**config.mk**
```make
export PLATFORM = sky130hd
export DESIGN_NAME = resp_demux_2
export DESIGN_NICKNAME = d
export VERILOG_FILES = /design/src/rtl/resp_demux_2.sv
export SDC_FILE = /design/constraint.sdc
export NUM_CORES = 1
export LEC_CHECK = 0
export ABC_AREA = 0
export CORE_ASPECT_RATIO = 1.75
export CORE_MARGIN = 1
export CORE_UTILIZATION = 40
export DETAILED_ROUTE_END_ITERATION = 6
export PLACE_DENSITY = 0.65
export SETUP_SLACK_MARGIN = 0.4
export SLEW_MARGIN = 20
export SYNTH_ARGS = -nofsm -noshare
export SYNTH_HDL_FRONTEND = slang
export SYNTH_SLANG_ARGS = --single-unit
```
**constraint.sdc**
```tcl
create_clock -name clock -period 3.1 [get_ports clock]
set_clock_uncertainty 0.15 [all_clocks]
set_input_delay 0.62 -clock clock [delete_from_list [all_inputs] [get_ports clock]]
set_output_delay 0.62 -clock clock [all_outputs]
set_load 0.01 [all_outputs]
```
**src/rtl/resp_demux_2.sv**
```systemverilog
// rtl/resp_demux_2.sv - steers tagged response beats into two independently back-pressured FIFOs
module resp_demux_2 #(
    parameter int DATA_W = 32,
    parameter int DEPTH  = 2
) (
    input  logic                     clock,
    input  logic                     reset,
    output logic                     io_in_ready,
    input  logic                     io_in_valid,
    input  logic [DATA_W-1:0]        io_in_bits_data,
    input  logic                     io_in_bits_id,
    input  logic                     io_out_0_ready,
    output logic                     io_out_0_valid,
    output logic [DATA_W-1:0]        io_out_0_bits_data,
    output logic [$clog2(DEPTH):0]   io_out_0_count,
    input  logic                     io_out_1_ready,
    output logic                     io_out_1_valid,
    output logic [DATA_W-1:0]        io_out_1_bits_data,
    output logic [$clog2(DEPTH):0]   io_out_1_count
);
    localparam int AW = $clog2(DEPTH);
    localparam int CW = AW + 1;

    logic [DATA_W-1:0] mem_q [2][DEPTH];
    logic [AW-1:0]     wptr_q [2];
    logic [AW-1:0]     wptr_d [2];
    logic [AW-1:0]     rptr_q [2];
    logic [AW-1:0]     rptr_d [2];
    logic [CW-1:0]     cnt_q  [2];
    logic [CW-1:0]     cnt_d  [2];
    logic [1:0]        push;
    logic [1:0]        pop;
    logic [1:0]        out_ready;

    assign out_ready   = {io_out_1_ready, io_out_0_ready};
    // Full FIFO refuses input even while it is being popped: no pass-through path.
    assign io_in_ready = (cnt_q[io_in_bits_id] != CW'(DEPTH));

    always_comb begin
        for (int n = 0; n < 2; n++) begin
            push[n]   = io_in_valid && io_in_ready && (io_in_bits_id == 1'(n));
            pop[n]    = (cnt_q[n] != '0) && out_ready[n];
            wptr_d[n] = wptr_q[n] + AW'(push[n]);
            rptr_d[n] = rptr_q[n] + AW'(pop[n]);
            cnt_d[n]  = cnt_q[n];
            if (push[n] && !pop[n]) begin
                cnt_d[n] = cnt_q[n] + CW'(1);
            end else if (pop[n] && !push[n]) begin
                cnt_d[n] = cnt_q[n] - CW'(1);
            end
        end
    end

    always_ff @(posedge clock) begin
        for (int n = 0; n < 2; n++) begin
            if (reset) begin
                cnt_q[n]  <= '0;
                wptr_q[n] <= '0;
                rptr_q[n] <= '0;
            end else begin
                cnt_q[n]  <= cnt_d[n];
                wptr_q[n] <= wptr_d[n];
                rptr_q[n] <= rptr_d[n];
            end
        end
    end

    // Storage is deliberately left out of reset; empty FIFOs mask it to zero below.
    always_ff @(posedge clock) begin
        for (int n = 0; n < 2; n++) begin
            if (push[n]) begin
                mem_q[n][wptr_q[n]] <= io_in_bits_data;
            end
        end
    end

    assign io_out_0_valid     = (cnt_q[0] != '0);
    assign io_out_1_valid     = (cnt_q[1] != '0);
    assign io_out_0_bits_data = io_out_0_valid ? mem_q[0][rptr_q[0]] : '0;
    assign io_out_1_bits_data = io_out_1_valid ? mem_q[1][rptr_q[1]] : '0;
    assign io_out_0_count     = cnt_q[0];
    assign io_out_1_count     = cnt_q[1];
endmodule

```
==> results of run 1 <==
==> what timing repair did <==
action / CTS / global route
resized for setup: 5 / 9
pin swaps: 1 / 0
setup buffers: 2 / 2
endpoints found under the setup margin: 61 / 57
==> worst max path at each step <==
stage	from	slack, ns	depth (start not counted)	to
detailed placement	io_in_bits_id	0.45	3	io_in_ready
floorplan	cnt_q[0][0]	0.65	3	mem_q[0][0]
global route	cnt_q[0][0]	0.42	4	io_out_0_bits_data[31]
CTS	cnt_q[0][0]	0.36	4	io_out_0_bits_data[12]
finish	cnt_q[0][0]	0.49	4	io_out_0_bits_data[31]
global placement	io_in_bits_id	0.44	3	io_in_ready
==> final cells by class <==
type,instances,share of cell area (%)
flip-flops and latches,136,55.09
repair buffers,124,17.59
well taps,168,2.885
clock inverters,15,2.473
clock buffers,17,5.839
inverters,4,0.2061
multi-input cells,162,15.92
==> power by group through the flow <==
stage | clock [mW] | combinational, mW | sequential (mW)
2_1_floorplan | 0 | 1.20 | 2.31
5_1_grt | 2.12 | 2.74 | 2.34
4_1_cts | 2.03 | 2.54 | 2.33
3_3_place_gp | 0 | 2.46 | 2.35
6_report | 2.00 | 2.55 | 2.32
3_5_place_dp | 0 | 2.49 | 2.36
==> kinds of logic (layout without fill, tap and decap cells) <==
logic type               Yosys count  count (layout)  synth area share [%]
AO/OA/AOI/OAI                      6               6                0.5742
XOR/XNOR                           6               6                 1.005
adder cells (fa/ha/maj)            6               6                 1.435
buffers and inverters             19             160                 1.985
flip-flops                       136             136                 76.56
multiplexers                      65              65                 12.44
AND/OR/NAND/NOR                   79              79                 6.005
==> cells in the final DEF, fill, tap and decap left out, types with 2 or more instances in the layout <==
cell type	n
edfxtp_1	128
clkdlybuf4s50_1	107
nor2_1	69
mux2i_1	63
clkbuf_16	17
buf_4	8
xor2_1	6
clkinv_4	6
dfxtp_2	5
buf_12	5
inv_1	4
o21ai_0	4
ha_2	4
clkinv_2	3
clkinvlp_4	3
bufinv_16	3
nor2_4	2
nor2_2	2
mux2i_2	2
or3_1	2
a21oi_1	2
ha_1	2
buf_6	2
dfxtp_1	2
==> tightest hold or removal path, stage by stage, from the launching register on <==
cell and delay (ns):
dfxtp_2 0.35, o21ai_0 0.08, a21oi_1 0.06
==> metrics by stage <==
stage               instances  utilization [%]  hold slack (ns)  area [sq um]  setup slack [ns]
global placement          590            52.34           0.4019          6613            0.4428
floorplan                 317                -           0.3722          5230            0.6502
finish                    626            57.66           0.3818          7286            0.4906
global route              626            57.66           0.4209          7286            0.4157
detailed placement        590            52.34           0.4177          6613            0.4472
CTS                       624            57.35           0.3828          7246            0.3612
==> flip-flops by register name (all words and copies together), names as in the netlist <==
register	count
mem_q	128
wptr_q	2
cnt_q	4
rptr_q	2
==> routing by layer <==
metal,global-route usage [%],up-vias,share of wire [%]
met4,7.450,0,1.3
met1,17.18,1485,37
met3,4.752,8,3.2
met2,32.75,79,59
li1,-,1420,-
met5,0,-,0
==> metrics, run 1 <==
outcome complete, no violations; std cell rows 54; list of most frequent post-synthesis cells edfxtp_1, nor2_1, mux2i_1; ranking of synthesized cells by area edfxtp_1, mux2i_1, nor2_1, dfxtp_1, ha_1; DRT Pass-1 Iters 4; multi-input logic area 1160 sq um; Top FF cell, synth edfxtp_1; post-route minimum period 2.609 ns; R2R Path Start cnt_q[0][0]; Starting Density 41.39%; Total GRT Usage 17.46%; pwr dens 942.6 nW/um^2; core area 12630 sq um; Max Cap Viol 0; Reg2Reg Capture Point cnt_q[0][1]; H-tree levels 4; maximum vdd drop 0.5213 mV; CP Cell Sequence nor2_4 -> buf_6 -> nor2_1 -> clkdlybuf4s50_1; drt initial violations 168; Seq pwr share 33.7%; area of the mapped netlist 5230 sq um; nets@finish 489; internal power 4.804 mW; chip height 153.3 um; count leader, synth edfxtp_1; post-route ant nets 0; antenna violations before repair 0; switching power 2.063 mW; crit path launch type register; maximum root-to-sink buffer count 2; DRC Markers 0; Detailed Route WL 11020 um; Hold Path Sink cnt_q[0][1]; register area share after synthesis 76.56%; Synth Instances 317; total power 6.867 mW; CTS Buf Count 17; Synth cell types 17; largest delay contributor family on the critical path buffers and inverters; Synth warnings 0; Vias/cell 4.780; CTS root buf clkbuf_16; Req. time, crit path 2.33 ns; share of the synthesized area in the top cell type 73.49%; Layout area overhead 39.31%; Crit-path slowest cell clkdlybuf4s50_1; Fin. Hold Viols 0; flip-flop and latch area 4014 sq um; Net Count, Synth 361; Worst Setup End Kind primary output; CP max stage delay 0.57 ns; HP Class reg2reg; Combinational Power Share 37.2%; Via Count 2992; Fmax 383.2 MHz; Sw Share 30.05%; gpl congestion 0.7329; reg2reg setup slack 0.95 ns; RSZ-0062 raised after global routing no; pin count of the biggest net entering global routing 34; Detail Placement HPWL 7138 um; Fillers 1026; number of synthesized register bits 136; share of cells above drive strength 1 14.19%; Die W 88.44 um; total grt overflow 0; WL/cell 17.60 um; slew of the pin with the lowest slew margin 0.4609 ns; Final setup viols 0; Mean Syn Cell Area 16.50 sq um; DIE AREA 13550 sq um; clock group share of total power 29.1%; # hold bufs at CTS 0; Reg clk slew, reported paths 0.06 ns; Worst Hold Depth 2; Slew Limit Fails 0; IO Pins 109; clk sinks 136; relative slew slack 69.21%; ANT cells 0; Buf/Inv on CP 2; CP Max Fanout 33; critical path arrival 1.84 ns; setup_tns 0 ns; Leak Pwr 2.459 nW; HP Start cnt_q[0][1]; TritonCTS clock tree built; EDFF count, synth 128; Setup Crit Path Kind reg2out; Final period util 84.17%; port bufs 108; first-pass GRT wire length 16860 um; vias in the first global route 3278; Synth area leader edfxtp_1; reg2reg path depth 5; clk_lat worst skew 0.41 ns; Synth async-reset ratio 0%
(Power assumes the default switching activity.)
==> run 2: changes to the inputs <==
Settings changed: PLACE_DENSITY 0.65 to 0.68.
Clock period 3.1 ns to 2.1 ns, I/O delays scaled along.
==> metrics, run 2 (synthesis gave the netlist of run 1 again) <==
H-tree levels 4; total grt overflow 0; share of cells above drive strength 1 46.75%; WL/cell 21.03 um; most frequent cells in the layout edfxtp_1, buf_2, nor2_1; Via Count 3484; Fin. Hold Viols 0; Max Cap Viol 0; std cell rows 54; CTS root buf clkbuf_16; critical path arrival 1.58 ns; DRC Markers 0; vias in the first global route 3712; core area 12630 sq um; Reg clk slew, reported paths 0.06 ns; maximum vdd drop 1.055 mV; CTS Buf Count 17; port bufs 108; total power 12.04 mW; Die W 88.44 um; DRT Pass-1 Iters 4; Fmax 465.0 MHz; Req. time, crit path 1.53 ns; Final period util 102.4%; CP Max Fanout 6; post-route minimum period 2.150 ns; Vias/cell 4.928; RSZ-0062 raised after global routing yes; ANT cells 0; pwr dens 1407 nW/um^2; gpl congestion 0.7487; chip height 153.3 um; TritonCTS clock tree built; Setup Crit Path Kind reg2out; HP Class reg2reg; clk_lat worst skew 0.42 ns; Detailed Route WL 14870 um; commonest non-fill, non-tap cell in the layout edfxtp_1; antenna violations before repair 0; Final setup viols 16; relative slew slack 71.05%; pin count of the biggest net entering global routing 18; DIE AREA 13550 sq um; failing checks setup timing; outcome finished, violations left; clk sinks 136; drt initial violations 200; nets@finish 570; Layout area overhead 63.71%; max reg flops 128; Slew Limit Fails 0; Starting Density 41.39%; IO Pins 109; slew of the pin with the lowest slew margin 0.4330 ns; maximum root-to-sink buffer count 2; Detail Placement HPWL 7480 um; post-route ant nets 0; first-pass GRT wire length 21130 um; Worst Setup End Kind primary output; final setup margin -0.05039 ns; Leak Pwr 3.226 nW; setup_tns -0.3131 ns; crit path launch type register; Total GRT Usage 22.37%
==> run 2: worst paths after layout <==
check	start	end	slack, ns	cells after the start
worst max register to register	cnt_q[0][0]	mem_q[0][3]	0.06	7
worst min-delay path	cnt_q[1][1]	cnt_q[1][1]	0.44	2
worst min register to register	cnt_q[1][1]	cnt_q[1][1]	0.44	2
worst max-delay path	rptr_q[0]	io_out_0_bits_data[4]	-0.05	6
==> run 2: metal layers <==
metal / GRT usage, % / share of wire, % / wire length (um)
met2: 41.87 / 60 / 8888
met1: 21.57 / 33 / 4951
met5: 0 / 0 / 0
met4: 11.60 / 2.8 / 421
met3: 5.454 / 4.1 / 606
==> run 2: repair_timing <==
action,4_1_cts,5_1_grt
resized for setup,356,41
endpoints found under the setup margin,203,203
pin swaps,16,21
hold buffers,0,0
cloned,10,5
setup buffers,49,6
==> run 2: cell type report <==
cell class,instances,area (sq um)
flip-flops and latches,136,4024
clock buffers,18,429.2
repair buffers,205,2252
well taps,168,210.2
fillers,825,4073
clock inverters,14,172.7
multi-input cells,162,1459
inverters,4,15.01
==> run 2: through the flow <==
step | hold WS [ns] | util [%] | setup WS, ns | instance area [sq um] | instances
global placement | 0.3989 | 54.55 | -0.1786 | 6892 | 605
finish | 0.4418 | 67.77 | -0.05039 | 8562 | 707
global route | 0.4677 | 67.77 | -0.08625 | 8562 | 707
detailed placement | 0.4024 | 54.55 | -0.1828 | 6892 | 605
floorplan | 0.3689 | - | 0.2509 | 5306 | 317
CTS | 0.3918 | 64.80 | -0.01336 | 8188 | 696
==> run 2: critical path, stage by stage, from the launching register on <==
cell	delay (ns)
dfxtp_4	0.39
buf_12	0.15
buf_6	0.10
buf_6	0.11
mux2i_1	0.22
nor2_1	0.07
buf_2	0.14
==> run 2: report_power, final <==
part / leakage, nW / internal, mW / switching (mW)
clock network: 0.279 / 1.87 / 1.19
logic: 1.70 / 3.07 / 2.45
registers: 1.24 / 3.28 / 0.184
